$ cat src/rtl/pipe_stall_ctrl_pkg.sv
// ----------------------------------------------------------------------------
// pipe_stall_ctrl_pkg
//   Shared types and constants for the 5-stage core's pipeline sequencing
//   controller and any block that consumes its stall vector.
//
//   Contents:
//     REG_W / ZERO_WORD  - architectural register width and its zero value
//     stall_bus_t        - per-stage stall vector [0]PC [1]IF [2]ID [3]EX
//                          [4]MEM [5]WB
//     STALL_NONE/ID/EX   - canonical stall masks; a stall in a stage always
//                          freezes every stage upstream of it as well
//     pc_state_e         - controller FSM states (IDLE / BUSY)
//     hazard_stall()     - stall mask produced by the ID load-use request
//
//   Optional feature macro used by the files that import this package:
//     PIPE_CTRL_STATS_EN - adds the stall-cycle statistics counter
// ----------------------------------------------------------------------------
package pipe_stall_ctrl_pkg;

    localparam int REG_W = 32;
    localparam logic [REG_W-1:0] ZERO_WORD = '0;

    localparam int STALL_W = 6;
    typedef logic [STALL_W-1:0] stall_bus_t;

    localparam stall_bus_t STALL_NONE = 6'b000000;
    localparam stall_bus_t STALL_ID   = 6'b000111;
    localparam stall_bus_t STALL_EX   = 6'b001111;

    typedef enum logic {
        PC_IDLE = 1'b0,
        PC_BUSY = 1'b1
    } pc_state_e;

    // An ID load-use hazard freezes PC, IF and ID; nothing downstream.
    function automatic stall_bus_t hazard_stall(input logic stallreq_id);
        return stallreq_id ? STALL_ID : STALL_NONE;
    endfunction

endpackage

$ cat src/rtl/pipe_stall_ctrl_if.sv
// ----------------------------------------------------------------------------
// pipe_stall_ctrl_if
//   Bundles the hazard/flush requests coming from the pipeline and the
//   stall/flush/redirect controls going back to it.
//
//   Parameters:
//     MC_CNT_W  width of the multi-cycle op length
//     STAT_W    width of the stall-cycle statistics counter
//               (only present when PIPE_CTRL_STATS_EN is defined)
//
//   Signals (direction as seen by the controller):
//     stallreq_id_i   in   ID load-use hazard request
//     ex_mc_start_i   in   EX begins a multi-cycle op this cycle
//     ex_mc_len_i     in   total EX occupancy of the op (0 treated as 1)
//     flush_req_i     in   exception/ERET flush request
//     flush_pc_i      in   redirect target for the flush
//     stall_o         out  per-stage stall vector
//     flush_o         out  clear all pipeline registers this cycle
//     new_pc_o        out  redirect PC, zero unless flush_o is set
//     mc_busy_o       out  controller is in its BUSY state
//     mc_done_o       out  final EX cycle of a multi-cycle op
//     stall_cycles_o  out  saturating stall-cycle count (PIPE_CTRL_STATS_EN)
//
//   Modports:
//     master - the controller itself
//     slave  - the pipeline side that raises requests and obeys controls
// ----------------------------------------------------------------------------
interface pipe_stall_ctrl_if
    import pipe_stall_ctrl_pkg::*;
#(
    parameter int MC_CNT_W = 6
`ifdef PIPE_CTRL_STATS_EN
    , parameter int STAT_W = 32
`endif
);

    logic                stallreq_id_i;
    logic                ex_mc_start_i;
    logic [MC_CNT_W-1:0] ex_mc_len_i;
    logic                flush_req_i;
    logic [REG_W-1:0]    flush_pc_i;

    stall_bus_t          stall_o;
    logic                flush_o;
    logic [REG_W-1:0]    new_pc_o;
    logic                mc_busy_o;
    logic                mc_done_o;
`ifdef PIPE_CTRL_STATS_EN
    logic [STAT_W-1:0]   stall_cycles_o;
`endif

    modport master (
        input  stallreq_id_i,
        input  ex_mc_start_i,
        input  ex_mc_len_i,
        input  flush_req_i,
        input  flush_pc_i,
        output stall_o,
        output flush_o,
        output new_pc_o,
        output mc_busy_o,
`ifdef PIPE_CTRL_STATS_EN
        output stall_cycles_o,
`endif
        output mc_done_o
    );

    modport slave (
        output stallreq_id_i,
        output ex_mc_start_i,
        output ex_mc_len_i,
        output flush_req_i,
        output flush_pc_i,
        input  stall_o,
        input  flush_o,
        input  new_pc_o,
        input  mc_busy_o,
`ifdef PIPE_CTRL_STATS_EN
        input  stall_cycles_o,
`endif
        input  mc_done_o
    );

endinterface

$ cat src/rtl/pipe_stall_ctrl.sv
// ----------------------------------------------------------------------------
// pipe_stall_ctrl
//   Pipeline sequencing controller for the 5-stage core. Produces the
//   per-stage stall vector, the pipeline flush and the redirect PC.
//   Resolves ID load-use hazards, holds EX for multi-cycle ops (mul/div)
//   with an internal countdown, and applies exception/ERET flushes.
//   Priority: flush > EX multi-cycle > ID hazard.
//
//   Ports:
//     clk   in  core clock, all state on posedge
//     rst   in  asynchronous active-high reset; forces every output to 0
//               immediately
//     bus   pipe_stall_ctrl_if.master (requests in, controls out)
//
//   Parameters:
//     MC_CNT_W  width of the op length / countdown (max op 2^MC_CNT_W-1)
//     STAT_W    width of the stall-cycle counter (PIPE_CTRL_STATS_EN only)
//
//   Configuration macro:
//     PIPE_CTRL_STATS_EN - when defined, bus.stall_cycles_o counts cycles
//       with a non-zero stall vector, saturating at all-ones; cleared only
//       by rst. Flush cycles never stall, so they are never counted.
// ----------------------------------------------------------------------------
module pipe_stall_ctrl
    import pipe_stall_ctrl_pkg::*;
#(
    parameter int MC_CNT_W = 6
`ifdef PIPE_CTRL_STATS_EN
    , parameter int STAT_W = 32
`endif
) (
    input  logic           clk,
    input  logic           rst,
    pipe_stall_ctrl_if.master bus
);

    localparam logic [MC_CNT_W-1:0] CNT_ONE = MC_CNT_W'(1);

    pc_state_e           state;
    pc_state_e           state_next;
    logic [MC_CNT_W-1:0] cnt;
    logic [MC_CNT_W-1:0] cnt_next;

    stall_bus_t          stall_raw;
    logic                flush_raw;
    logic [REG_W-1:0]    new_pc_raw;
    logic                done_raw;

    // State register and countdown. cnt holds the number of EX cycles still
    // owed to the op, including the release cycle.
    always_ff @(posedge clk or posedge rst) begin
        if (rst) begin
            state <= PC_IDLE;
            cnt   <= '0;
        end else begin
            state <= state_next;
            cnt   <= cnt_next;
        end
    end

    // Next-state and control decode. A length of 0 or 1 means the op needs
    // no extra EX occupancy, so it completes in the issuing cycle and the ID
    // hazard request decides the stall, exactly as for a plain instruction.
    always_comb begin
        state_next = state;
        cnt_next   = cnt;
        stall_raw  = STALL_NONE;
        flush_raw  = 1'b0;
        new_pc_raw = ZERO_WORD;
        done_raw   = 1'b0;

        unique case (state)
            PC_IDLE: begin
                if (bus.flush_req_i) begin
                    flush_raw  = 1'b1;
                    new_pc_raw = bus.flush_pc_i;
                end else if (bus.ex_mc_start_i) begin
                    if (bus.ex_mc_len_i <= CNT_ONE) begin
                        done_raw  = 1'b1;
                        stall_raw = hazard_stall(bus.stallreq_id_i);
                    end else begin
                        stall_raw  = STALL_EX;
                        cnt_next   = bus.ex_mc_len_i - CNT_ONE;
                        state_next = PC_BUSY;
                    end
                end else begin
                    stall_raw = hazard_stall(bus.stallreq_id_i);
                end
            end

            PC_BUSY: begin
                if (bus.flush_req_i) begin
                    // Abort: the op never completes, so no done pulse.
                    flush_raw  = 1'b1;
                    new_pc_raw = bus.flush_pc_i;
                    cnt_next   = '0;
                    state_next = PC_IDLE;
                end else if (cnt > CNT_ONE) begin
                    // EX stall already covers PC/IF/ID, so an ID request is
                    // absorbed here.
                    stall_raw = STALL_EX;
                    cnt_next  = cnt - CNT_ONE;
                end else begin
                    done_raw   = 1'b1;
                    stall_raw  = hazard_stall(bus.stallreq_id_i);
                    cnt_next   = '0;
                    state_next = PC_IDLE;
                end
            end

            default: begin
                state_next = PC_IDLE;
                cnt_next   = '0;
            end
        endcase
    end

    // Outputs are combinational, but reset must silence them at once rather
    // than waiting for the state register to settle.
    assign bus.stall_o   = rst ? STALL_NONE : stall_raw;
    assign bus.flush_o   = rst ? 1'b0       : flush_raw;
    assign bus.new_pc_o  = rst ? ZERO_WORD  : new_pc_raw;
    assign bus.mc_done_o = rst ? 1'b0       : done_raw;
    assign bus.mc_busy_o = !rst && (state == PC_BUSY);

`ifdef PIPE_CTRL_STATS_EN
    logic [STAT_W-1:0] stall_cycles;

    // Saturating stall-cycle statistic.
    always_ff @(posedge clk or posedge rst) begin
        if (rst) begin
            stall_cycles <= '0;
        end else if ((stall_raw != STALL_NONE) && (stall_cycles != '1)) begin
            stall_cycles <= stall_cycles + STAT_W'(1);
        end
    end

    assign bus.stall_cycles_o = stall_cycles;
`endif

    // Starting a new op while one is in flight is a protocol error by the
    // EX stage; the request is ignored by the decode above.
    mc_start_while_busy: assert property (
        @(posedge clk) disable iff (rst)
        !((state == PC_BUSY) && bus.ex_mc_start_i)
    );

endmodule

$ cat src/flat_wrapper.sv
// flat-port wrapper written by rule: the top's interface ports become plain ports
module pipe_stall_ctrl_flat import pipe_stall_ctrl_pkg::*;
#(
    parameter int MC_CNT_W = 6

)
  (clk, rst, bus_stallreq_id_i, bus_ex_mc_start_i, bus_ex_mc_len_i, bus_flush_req_i, bus_flush_pc_i, bus_stall_o, bus_flush_o, bus_new_pc_o, bus_mc_busy_o, bus_mc_done_o);
  pipe_stall_ctrl_if #(.MC_CNT_W(MC_CNT_W)) bus_i ();
  input  logic clk;
  input  logic rst;
  input wire logic [$bits(bus_i.stallreq_id_i)-1:0] bus_stallreq_id_i;
  input wire logic [$bits(bus_i.ex_mc_start_i)-1:0] bus_ex_mc_start_i;
  input wire logic [$bits(bus_i.ex_mc_len_i)-1:0] bus_ex_mc_len_i;
  input wire logic [$bits(bus_i.flush_req_i)-1:0] bus_flush_req_i;
  input wire logic [$bits(bus_i.flush_pc_i)-1:0] bus_flush_pc_i;
  output wire logic [$bits(bus_i.stall_o)-1:0] bus_stall_o;
  output wire logic [$bits(bus_i.flush_o)-1:0] bus_flush_o;
  output wire logic [$bits(bus_i.new_pc_o)-1:0] bus_new_pc_o;
  output wire logic [$bits(bus_i.mc_busy_o)-1:0] bus_mc_busy_o;
  output wire logic [$bits(bus_i.mc_done_o)-1:0] bus_mc_done_o;
  assign bus_i.stallreq_id_i = bus_stallreq_id_i;
  assign bus_i.ex_mc_start_i = bus_ex_mc_start_i;
  assign bus_i.ex_mc_len_i = bus_ex_mc_len_i;
  assign bus_i.flush_req_i = bus_flush_req_i;
  assign bus_i.flush_pc_i = bus_flush_pc_i;
  assign bus_stall_o = bus_i.stall_o;
  assign bus_flush_o = bus_i.flush_o;
  assign bus_new_pc_o = bus_i.new_pc_o;
  assign bus_mc_busy_o = bus_i.mc_busy_o;
  assign bus_mc_done_o = bus_i.mc_done_o;
  pipe_stall_ctrl #(.MC_CNT_W(MC_CNT_W)) u_core (.clk(clk), .rst(rst), .bus(bus_i));
endmodule
$ cat config.mk
export PLATFORM = sky130hd
export DESIGN_NAME = pipe_stall_ctrl_flat
export DESIGN_NICKNAME = d
export VERILOG_FILES = /design/src/rtl/pipe_stall_ctrl_pkg.sv /design/src/rtl/pipe_stall_ctrl_if.sv /design/src/rtl/pipe_stall_ctrl.sv /design/src/flat_wrapper.sv
export SDC_FILE = /design/constraint.sdc
export NUM_CORES = 1
export LEC_CHECK = 0
export BUFFER_PORTS_ARGS = -buffer_cell sky130_fd_sc_hd__buf_2
export CAP_MARGIN = 15
export CELL_PAD_IN_SITES_DETAIL_PLACEMENT = 1
export CELL_PAD_IN_SITES_GLOBAL_PLACEMENT = 1
export CORE_AREA = 2 2 63 65
export CTS_CLUSTER_DIAMETER = 50
export DETAILED_ROUTE_END_ITERATION = 6
export DIE_AREA = 0 0 65 67
export PLACE_DENSITY_LB_ADDON = 0.1
export SYNTH_ARGS = -nofsm -noshare
export SYNTH_HDL_FRONTEND = slang
export SYNTH_SLANG_ARGS = --single-unit
$ cat constraint.sdc
create_clock -name clk -period 4.3 [get_ports clk]
set_input_delay 0.86 -clock clk [delete_from_list [all_inputs] [get_ports clk]]
set_output_delay 0.86 -clock clk [all_outputs]
set_load 0.05 [all_outputs]
# Word-level counts from Yosys, hierarchy flattened

Cells that the tools add are included.

Logic and storage cells: 44
Register bits after elaboration: 7
Input port bits: 43

Bitwise operators: 1
Add/sub/neg operators: 2
Mux-type cells: 31
Equality and inequality tests: 3
$lt $le $gt $ge: 2
Reduce and logical (&&, ||, !) cells: 3

Operators by type and width:

| kind                                                          | count |
|---|---|
| 2-to-1 mux 6 bit                                              | 11 |
| 2-to-1 mux 32 bit                                             | 2 |
| case mux 6 bit (2 select lines)                               | 2 |
| 2-to-1 mux 1 bit                                              | 13 |
| subtractor 6 x 1 -> 6 bit, second input constant              | 2 |
| greater-than comparator 6 x 1 -> 1 bit, second input constant | 1 |
| <= comparator 6 x 1 -> 1 bit, second input constant           | 1 |
| != test 2 bit, second input constant                          | 3 |
| case mux 1 bit (2 select lines)                               | 2 |
| 2-to-1 mux 3 bit                                              | 1 |
| AND reduction 3 bit                                           | 1 |
| logical AND 1 bit                                             | 1 |
| logical NOT 1 bit                                             | 1 |
| NOT 1 bit                                                     | 1 |

# Logic depth before layout (Yosys ltp)

Gate-level depths: netlist of run 1.

Word-level depth: 6
Gate-level depth with buffers: 7

# Worst setup path after synthesis of run 1

Ideal clock, no wire load.

Path type: input to output
From: input port bus_ex_mc_len_i[0]
To: output port bus_stall_o[1]
Stages: 7
Buffers on the path: 1
Arrival: 3.307 ns
Slack: 0.133 ns
Cell sequence: inv_1 ha_1 nor2_1 nor3_1 o31a_1 a211oi_1 buf_4

Longest elaborated chain between the ends: 6

RTL lines:

| what                            | RTL line               | RTL |
|---|---|---|
| from (decl)                     | flat_wrapper.sv:13     | `input wire logic [$bits(bus_i.ex_mc_len_i)-1:0] bus_ex_mc_len_i;` |
| <= comparator 6 x 1 -> 1 bit    | pipe_stall_ctrl.sv:78  | `if (bus.ex_mc_len_i <= CNT_ONE) begin` |
| 2-to-1 mux 6 bit                | pipe_stall_ctrl.sv:78  |  |
| 2-to-1 mux 6 bit                | pipe_stall_ctrl.sv:77  | `end else if (bus.ex_mc_start_i) begin` |
| 2-to-1 mux 6 bit                | pipe_stall_ctrl.sv:74  | `if (bus.flush_req_i) begin` |
| case mux 6 bit (2 select lines) | pipe_stall_ctrl.sv:72  | `unique case (state)` |
| 2-to-1 mux 6 bit                | pipe_stall_ctrl.sv:120 | `assign bus.stall_o = rst ? STALL_NONE : stall_raw;` |
| to (decl)                       | flat_wrapper.sv:16     | `output wire logic [$bits(bus_i.stall_o)-1:0] bus_stall_o;` |

Every way passes these cells.

# Final worst setup path of run 1

From: input port bus_ex_mc_len_i[0]
To: output port bus_stall_o[2]

Same word-level chain as after synthesis.

==> results of run 1 <==
[metal layers]
metal  vias up  global-route usage  part of all wire
met5         -                   0                 0
met4         0              0.0638             0.017
met3         5              0.0372             0.090
met2        48               0.281              0.49
met1       522               0.152              0.40
li1        558                   -                 -
[critical path: cells and delay by family]
| family | cells | cell delay [ns] |
|---|---|---|
| buffers and inverters | 3 | 0.51 |
| adder cells (fa/ha/maj) | 1 | 0.22 |
| AO/OA/AOI/OAI | 2 | 0.60 |
| AND/OR/NAND/NOR | 2 | 0.27 |
[cells in the final DEF, fill, tap and decap left out, drive strengths merged, types with 2 or more instances in the layout]
cell type	instances
nor3	6
clkbuf	4
xnor2	3
or3	2
o22ai	6
nor2	9
ha	4
o2bb2ai	3
mux2	2
inv	8
conb	2
dfrtp	7
and3	32
buf	81
o32a	2
nor2b	2
[cells in the mapped netlist]
master,instances,area share
o211ai_4,1,0.024
nor3b_1,1,0.0084
o32a_2,2,0.025
nand2b_1,1,0.0070
ha_1,4,0.056
a221o_1,1,0.011
o2bb2ai_1,3,0.029
or3_4,1,0.013
and3_1,32,0.22
xor2_1,1,0.0098
o21ai_0,1,0.0056
or3_1,1,0.0070
buf_2,1,0.0056
nor2b_1,2,0.014
nor2_1,8,0.033
nor4_1,1,0.0070
a211oi_1,1,0.0084
or2_2,1,0.0070
dfrtp_1,7,0.20
conb_1,1,0.0042
nor3_1,6,0.033
xnor2_1,3,0.029
inv_1,8,0.033
nor2_4,1,0.013
a22oi_1,1,0.0084
o311a_4,1,0.024
o22ai_1,6,0.042
o31a_1,1,0.0098
clkbuf_1,8,0.033
buf_4,4,0.033
or4_4,1,0.013
o22a_1,1,0.0098
mux2_2,2,0.025
[power by group]
| part | internal, mW | switching (mW) |
|---|---|---|
| Sequential | 0.0832 | 0.0248 |
| Clock | 0.0645 | 0.0329 |
| Combinational | 0.0802 | 0.137 |
[cell families (layout without fill, tap and decap cells)]
logic type               count (synthesis)  in the layout
adder cells (fa/ha/maj)                  4              4
XOR/XNOR                                 4              4
other                                    1              2
flip-flops                               7              7
AND/OR/NAND/NOR                         56             56
multiplexers                             2              2
AO/OA/AOI/OAI                           19             19
buffers and inverters                   21             93
[metrics by stage]
stage                     setup WS [ns]  total power, mW  cell area [um^2]  utilization  hold WS (ns)
final                             0.979            0.422              1350        0.373         0.524
after global routing              0.828            0.450              1350        0.373         0.545
after CTS                         0.953            0.427              1350        0.373         0.524
after detailed placement          0.958            0.328              1300        0.361         0.510
after global placement            0.993            0.322              1300        0.361         0.507
after floorplan                   0.133            0.271               901            -         0.472
[sequential cells by signal (all words and copies together), names as in the netlist]
name / cells
u_core.cnt: 6
u_core.state: 1
[cell type report]
class,count,area [um^2]
Timing Repair Buffer,81,405
Clock buffer,4,45.0
Tap cell,48,60.1
Inverter,8,30.0
Sequential cell,7,175
Fill cell,467,2260
Multi-Input combinational cell,87,631
[how the worst min path moves through the flow]
stage,start,cells after the start,endpoint,slack [ns]
2_1_floorplan,u_core.cnt[4]$_DFFE_PP0P_,1,u_core.cnt[4]$_DFFE_PP0P_,0.47
3_3_place_gp,u_core.cnt[4]$_DFFE_PP0P_,1,u_core.cnt[4]$_DFFE_PP0P_,0.51
3_5_place_dp,u_core.cnt[4]$_DFFE_PP0P_,1,u_core.cnt[4]$_DFFE_PP0P_,0.51
4_1_cts,u_core.cnt[4]$_DFFE_PP0P_,1,u_core.cnt[4]$_DFFE_PP0P_,0.52
5_1_grt,u_core.cnt[4]$_DFFE_PP0P_,1,u_core.cnt[4]$_DFFE_PP0P_,0.54
6_report,u_core.cnt[4]$_DFFE_PP0P_,1,u_core.cnt[4]$_DFFE_PP0P_,0.52
==> results.py, run 1 <==
metrics = {
    "sta": {
        "setup_violations": 0,
        "worst_pin_slew_ns": 0.921,
        "finalHoldViolCount": 0,
        "setup_tns_ns": 0,
        "skew_ns": 0.000476,
        "fmax_mhz": 301,
        "grt_setup_unrepaired": "no",
        "min_period_ns": 3.32,
        "relSlewSlack": 0.385,
        "finalCritPeriodShare": 0.772,
        "slew_violations": 0,
    },
    "synthesis": {
        "synthAdderAreaFrac": 0.0558,
        "ys_warn_count": 0,
        "synthMuxAreaShare": 0.0251,
        "synth-compound-area-share": 0.197,
        "ys_seq_area_frac": 0.195,
        "synth.avg_cell_area_um2": 7.87,
        "synthCells": 114,
        "synth_top_family_by_area": "simple AND/OR/NAND/NOR gates",
        "yosysUniqueCellTypes": 33,
        "syn_area_um2": 897,
        "synth-xor-area-share": 0.0391,
        "synthSimpleGateAreaFrac": 0.378,
        "synth.ff_latch_count": 7,
    },
    "die": {
        "top_level_ports": 84,
        "initial_core_util": 0.249,
        "die_area_mm2": 0.00436,
        "die_y_um": 67,
        "rows": 22,
        "core_mm2": 0.00361,
        "die_x_um": 65,
    },
    "run_status": {
        "status": "finished clean",
    },
    "finish": {
        "n_antenna_cell": 0,
        "drive_gt1_frac": 0.503,
        "fin_cells": 235,
        "area_delta_synth_final_pct": 50.1,
        "fin_nets": 235,
    },
    "clock_network": {
        "cts_sinks": 7,
        "tritoncts.num_buffers": 3,
        "clock_tree.buffer_depth": 2,
        "post_cts.repair.setup_buffers": 0,
        "clock_latency_ns": 0.23,
        "htree_levels": 1,
        "cts_hold_buf": 0,
        "clkTransAtPathRegs_ns": 0.04,
        "cts_tree": "built",
        "post_cts_resized": 0,
        "root_buffer": "clkbuf_8",
    },
    "critical_path": {
        "critical_path_class": "in2out",
        "ff2ff_setup_slack_ns": 2.43,
        "worstPathRequired_ns": 3.44,
        "cp-end-kind": "output pin",
        "slowest_delay_ns": 0.33,
        "crit_fanout": 5,
        "worstSetupStartpoint": "bus_ex_mc_len_i[0]",
        "rr_startpoint": "u_core.cnt[5]$_DFFE_PP0P_",
        "endpoint": "bus_stall_o[2]",
        "cp_slowest_cell": "buf_2",
        "crit_top_cell": "buf_2",
        "r2r-end": "u_core.cnt[5]$_DFFE_PP0P_",
        "crit_chain": "buf_2, inv_1, ha_1, nor2_1, nor3_1, o31a_1, a211oi_1, buf_2",
        "reg2reg_depth": 4,
        "setup.worst_path.start_class": "input port",
        "cp.arrival_ns": 2.46,
    },
    "placed_design": {
        "portBuffers": 81,
        "gp_congestion": 0.761,
        "place_hpwl_um": 2640,
        "placed_cells": 231,
    },
    "detailed_routing": {
        "viasPerCell": 4.82,
        "dr.pass1.iters": 4,
        "wl_per_cell_um": 13.9,
        "vias": 1133,
        "postRouteWirelength_um": 3260,
        "drc_errors": 0,
        "drt_iter0_drc": 42,
        "final_antenna_net_count": 0,
    },
    "global_route": {
        "gr-usage-all-layers": 0.148,
        "grt_max_degree": 40,
        "grt-ovfl-total": 0,
        "antenna_found_initial": 0,
        "grt_pass1_wl_um": 4980,
        "first_global_vias": 1056,
    },
    "flow_run": {
        "max_cap_viol_count": 0,
    },
    "power_and_ir_drop": {
        "p_leak_nw": 0.836,
        "power-per-cell-area_mw_per_mm2": 314,
        "max-vdd-ir-drop_v": 0.000210,
    },
    "worst_hold_path": {
        "hold_class": "reg2reg",
    },
}
(Power assumes the default switching activity.)
==> run 2, diff against run 1 <==
- CORE_AREA: 2 2 63 65 -> 2 2 69 71
- DIE_AREA: 0 0 65 67 -> 0 0 71 73
- clock period: 4.3 -> 2.8 ns (I/O delays scaled with it)
==> run 2 against run 1 <==
Against the previous run: critical path depth is the same; via count shrank 0.26%; power grew 56%; flip-flop and latch count is the same; combinational power grew 64%; final area grew 3.5%; clock power grew 48%; die area grew 19%; wire length grew 4.5%; non-clock buffer count grew 2; highest routed layer unchanged.
==> results.py, run 2 (synthesis results as in run 1) <==
metrics = {
    "run_status": {
        "status": "finished clean",
    },
    "sta": {
        "worst_pin_slew_ns": 0.668,
        "grt_setup_unrepaired": "no",
        "min_period_ns": 2.71,
        "relSlewSlack": 0.554,
        "setup_violations": 0,
        "hold-worst-slack_ns": 0.520,
        "layout_setup_ws_ns": 0.0947,
        "finalHoldViolCount": 0,
        "fmax_mhz": 370,
        "slew_violations": 0,
        "setup_tns_ns": 0,
        "skew_ns": 0.00217,
        "finalCritPeriodShare": 0.966,
    },
    "clock_network": {
        "cts_hold_buf": 0,
        "cts_tree": "built",
        "clkTransAtPathRegs_ns": 0.04,
        "clock_latency_ns": 0.23,
        "tritoncts.num_buffers": 3,
        "htree_levels": 1,
        "cts_sinks": 7,
        "clock_tree.buffer_depth": 2,
        "root_buffer": "clkbuf_8",
    },
    "finish": {
        "n_antenna_cell": 0,
        "top_regs": "u_core.cnt (6), u_core.state (1)",
        "multiInputGateArea_um2": 656,
        "fin_cells": 243,
        "largest_register_ffs": 6,
        "final_common_cell": "buf_2",
        "most-common-layout-cells": "81 x buf_2, 32 x and3_1, 8 x inv_1, 7 x nor2_1, 7 x dfrtp_1",
        "num-fill-cells": 571,
        "seqCellArea_um2": 175,
        "area_delta_synth_final_pct": 55.4,
        "drive_gt1_frac": 0.529,
        "fin_nets": 237,
        "regMostFlops": "u_core.cnt",
    },
    "die": {
        "initial_core_util": 0.198,
        "die_x_um": 71,
        "die_y_um": 73,
        "rows": 25,
        "die_area_mm2": 0.00518,
        "top_level_ports": 84,
        "core_mm2": 0.00454,
    },
    "detailed_routing": {
        "routed-wl-met3_um": 283,
        "postRouteWirelength_um": 3410,
        "wl_per_cell_um": 14.0,
        "viasPerCell": 4.65,
        "drt_iter0_drc": 19,
        "vias": 1130,
        "route.met2.wl_um": 1720,
        "dr.pass1.iters": 4,
        "wl_met1_um": 1330,
        "routed.top_layer": "met4",
        "drc_errors": 0,
        "final_antenna_net_count": 0,
    },
    "critical_path": {
        "critPathBufInv": 3,
        "critical_path_class": "in2out",
        "setup.worst_path.start_class": "input port",
        "cp_slowest_cell": "o31a_1",
        "crit_top_cell": "buf_2",
        "crit_chain": "buf_2, inv_1, ha_1, nor2_1, nor3_1, o31a_1, a211oi_4, buf_2",
        "worstPathRequired_ns": 2.24,
        "slowest_delay_ns": 0.31,
        "cp.arrival_ns": 2.15,
        "crit_fanout": 5,
        "critical-path-top-delay-family": "compound AO/OA/AOI/OAI gates",
        "cp-end-kind": "output pin",
    },
    "placed_design": {
        "gp_congestion": 0.810,
        "placed_cells": 239,
        "place_hpwl_um": 2810,
        "portBuffers": 81,
        "place_ws_ns": 0.0725,
    },
    "power_and_ir_drop": {
        "p_leak_nw": 0.850,
        "power-per-cell-area_mw_per_mm2": 473,
        "max-vdd-ir-drop_v": 0.000354,
        "p_total_mw": 0.659,
    },
    "worst_hold_path": {
        "hold_class": "reg2reg",
    },
    "global_route": {
        "grt_max_degree": 38,
        "grt_pass1_wl_um": 5260,
        "antenna_found_initial": 0,
        "grt-ovfl-total": 0,
        "first_global_vias": 1095,
        "gr-usage-all-layers": 0.129,
    },
    "flow_run": {
        "max_cap_viol_count": 0,
    },
}
==> run 2: repair_timing <==
| action | CTS | global route |
|---|---|---|
| buffers inserted | 0 | 0 |
| endpoints found under the setup margin | 0 | 1 |
| gates resized for setup | 0 | 1 |
==> run 2: per-stage QoR <==
step,cell area [um^2],util
after global routing,1390,0.307
after global placement,1350,0.297
after floorplan,923,-
after detailed placement,1350,0.297
final,1390,0.307
after CTS,1390,0.307
==> run 2: final cells by class <==
type	instances	area share
multi-input combinational	87	0.470
timing repair buffer	83	0.302
sequential	7	0.126
tap	54	0.0485
clock buffer	4	0.0323
inverter	8	0.0215
==> run 2: report_power, final <==
| group | switching (mW) | internal (mW) |
|---|---|---|
| logic | 0.225 | 0.130 |
| clock network | 0.0458 | 0.0986 |
| registers | 0.0312 | 0.128 |
==> run 2: final timing paths <==
| check | startpoint | end | slack [ns] | cells after the start |
|---|---|---|---|---|
| max | bus_ex_mc_len_i[0] | bus_stall_o[1] | 0.09 | 8 |
| min | u_core.cnt[4]$_DFFE_PP0P_ | u_core.cnt[4]$_DFFE_PP0P_ | 0.52 | 1 |
| max reg2reg | u_core.cnt[5]$_DFFE_PP0P_ | u_core.cnt[5]$_DFFE_PP0P_ | 0.89 | 4 |
| min reg2reg | u_core.cnt[4]$_DFFE_PP0P_ | u_core.cnt[4]$_DFFE_PP0P_ | 0.52 | 1 |
| max in group asynchronous | rst | u_core.cnt[0]$_DFFE_PP0P_ | 1.73 | 3 |
| min in group asynchronous | rst | u_core.state$_DFF_PP0_ | 0.94 | 3 |
==> run 2: metal layers <==
layer / vias up / GRT usage
met1: 514 / 0.138
met5: - / 0
li1: 560 / -
met2: 52 / 0.244
met3: 4 / 0.0207
met4: 0 / 0.0692
==> run 3, diff against run 2 <==
- ABC_AREA: default -> 1
- CORE_AREA: 2 2 69 71 -> 2 2 73 75
- DIE_AREA: 0 0 71 73 -> 0 0 75 77
==> run 3 against run 2 <==
Against the previous run: register-to-register slack gained 0.45 ns; first-iteration DRC count up 140%; area after synthesis increased by 13%; flip-flop and latch count is the same; critical path type unchanged; largest cell class unchanged; largest power group unchanged.
==> results.py, run 3 <==
metrics = {
    "run_status": {
        "status": "finished clean",
    },
    "detailed_routing": {
        "vias": 1378,
        "final_antenna_net_count": 0,
        "drt_iter0_drc": 46,
        "viasPerCell": 4.15,
        "drc_errors": 0,
        "wl_per_cell_um": 10.6,
        "dr.pass1.iters": 4,
        "postRouteWirelength_um": 3520,
    },
    "sta": {
        "finalCritPeriodShare": 0.873,
        "setup_violations": 0,
        "min_period_ns": 2.45,
        "grt_setup_unrepaired": "no",
        "setup_tns_ns": 0,
        "hold-worst-slack_ns": 0.283,
        "slew_violations": 0,
        "finalHoldViolCount": 0,
        "skew_ns": 0.00335,
        "fmax_mhz": 409,
    },
    "critical_path": {
        "slowest_delay_ns": 0.28,
        "critical-path-top-delay-family": "buffers and inverters",
        "setup.worst_path.start_class": "input port",
        "crit_top_cell": "inv_1",
        "cp_slowest_cell": "buf_2",
        "cp-end-kind": "output pin",
        "critical_path_class": "in2out",
        "crit_fanout": 4,
        "cp.arrival_ns": 1.89,
        "crit_chain": "buf_2, inv_1, ha_1, inv_1, nand2_1, nand3_2, nand3_2, o21ai_2, inv_1, nor2_1, buf_2",
        "worstPathRequired_ns": 2.24,
        "critPathBufInv": 5,
    },
    "clock_network": {
        "clock_tree.buffer_depth": 2,
        "post_cts_resized": 0,
        "htree_levels": 1,
        "root_buffer": "clkbuf_8",
        "cts_sinks": 7,
        "post_cts.repair.setup_buffers": 0,
        "clock_latency_ns": 0.23,
        "cts_hold_buf": 0,
        "tritoncts.num_buffers": 3,
        "clkTransAtPathRegs_ns": 0.04,
        "cts_tree": "built",
    },
    "finish": {
        "top_regs": "u_core.cnt (6), u_core.state (1)",
        "final_area_mm2": 0.00151,
        "fin_cells": 332,
        "num-fill-cells": 695,
        "largest_register_ffs": 6,
        "final_common_cell": "buf_2",
        "fin_nets": 310,
        "regMostFlops": "u_core.cnt",
        "final_util": 0.303,
        "area_delta_synth_final_pct": 48.8,
        "drive_gt1_frac": 0.378,
        "seqCellArea_um2": 175,
        "n_antenna_cell": 0,
        "most-common-layout-cells": "81 x buf_2, 65 x nand2_1, 44 x nor2_1, 18 x inv_1, 8 x nand3_1",
        "multiInputGateArea_um2": 698,
    },
    "die": {
        "die_y_um": 77,
        "rows": 26,
        "top_level_ports": 84,
        "initial_core_util": 0.204,
        "die_x_um": 75,
        "core_mm2": 0.00498,
        "die_area_mm2": 0.00578,
    },
    "synthesis": {
        "synthFlopType": "dfrtp_1",
        "synth_area_leader_cell": "nand2_1",
        "yosysUniqueCellTypes": 28,
        "synth_common_cells": "65 x nand2_1, 44 x nor2_1, 18 x inv_1",
        "netlist.area_leader.share": 0.241,
        "synthCells": 186,
        "ys_seq_area_frac": 0.173,
        "ys_top_cells_by_area": "nand2_1 24%, dfrtp_1 17%, nor2_1 16%, inv_1 6.7%, ha_1 4.9%",
        "synth_edf_count": 0,
        "ys_warn_count": 0,
        "yosysMostFrequentCell": "nand2_1",
        "synth.avg_cell_area_um2": 5.45,
        "syn_area_mm2": 0.00101,
        "synth-async-reset-ratio": 1.00,
        "synth.ff_latch_count": 7,
    },
    "placed_design": {
        "placed_cells": 328,
        "place_area_mm2": 0.00146,
        "place_hpwl_um": 2990,
        "portBuffers": 81,
        "gp_congestion": 0.736,
    },
    "global_route": {
        "antenna_found_initial": 0,
        "grt_max_degree": 36,
        "gr-usage-all-layers": 0.130,
        "first_global_vias": 1400,
        "grt-ovfl-total": 0,
        "grt_pass1_wl_um": 6020,
    },
    "power_and_ir_drop": {
        "p_leak_nw": 0.943,
        "power-per-cell-area_mw_per_mm2": 510,
        "max-vdd-ir-drop_v": 0.000144,
    },
    "flow_run": {
        "max_cap_viol_count": 0,
    },
    "worst_hold_path": {
        "hold_class": "in2async",
    },
}
## run 3: metal layers
layer	wire length [um]	track usage	up-vias
met5	0	0	-
met3	263	0.0223	9
met4	99	0.0607	0
li1	-	-	711
met1	1510	0.155	596
met2	1650	0.219	62
## run 3: final timing paths
| check | slack, ns | to | startpoint | cells after the start |
|---|---|---|---|---|
| max in group asynchronous | 2.28 | u_core.cnt[0]$_DFFE_PP0P_ | rst | 2 |
| hold reg to reg | 0.55 | u_core.cnt[1]$_DFFE_PP0P_ | u_core.cnt[1]$_DFFE_PP0P_ | 2 |
| setup reg to reg | 1.34 | u_core.cnt[5]$_DFFE_PP0P_ | u_core.cnt[0]$_DFFE_PP0P_ | 11 |
| hold / removal | 0.28 | u_core.cnt[5]$_DFFE_PP0P_ | rst | 2 |
| setup / recovery | 0.35 | bus_stall_o[3] | bus_ex_mc_len_i[0] | 11 |
| min in group clk | 0.55 | u_core.cnt[1]$_DFFE_PP0P_ | u_core.cnt[1]$_DFFE_PP0P_ | 2 |
## run 3: cell type report
cell class	instances	share of cell area
Sequential cell	7	0.116
Timing Repair Buffer	83	0.279
Inverter	21	0.0539
Multi-Input combinational cell	147	0.463
Tap cell	70	0.0581
Clock buffer	4	0.0299
## run 3: report_power, final
| part | leakage [nW] | total, mW | internal, mW | switching (mW) |
|---|---|---|---|---|
| Combinational | 0.833 | 0.442 | 0.140 | 0.301 |
| Sequential | 0.0879 | 0.186 | 0.137 | 0.0497 |
| Clock | 0.0228 | 0.142 | 0.0984 | 0.0432 |
| Total | 0.943 | 0.770 | 0.375 | 0.394 |
## run 3: cell families after synthesis
group | after synthesis | share of synthesized area
fa+ha+maj | 4 | 0.0494
xor+xnor | 2 | 0.0173
buf+inv | 33 | 0.146
flops | 7 | 0.173
other cells | 1 | 0.00370
compound gates | 10 | 0.0605
simple gates | 129 | 0.551
## run 3: stage by stage
step / worst slack, ns / total power, mW
after floorplan: 0.0133 / 0.520
after global placement: 0.372 / 0.640
after detailed placement: 0.338 / 0.638
after CTS: 0.319 / 0.786
after global routing: 0.163 / 0.852
final: 0.355 / 0.770
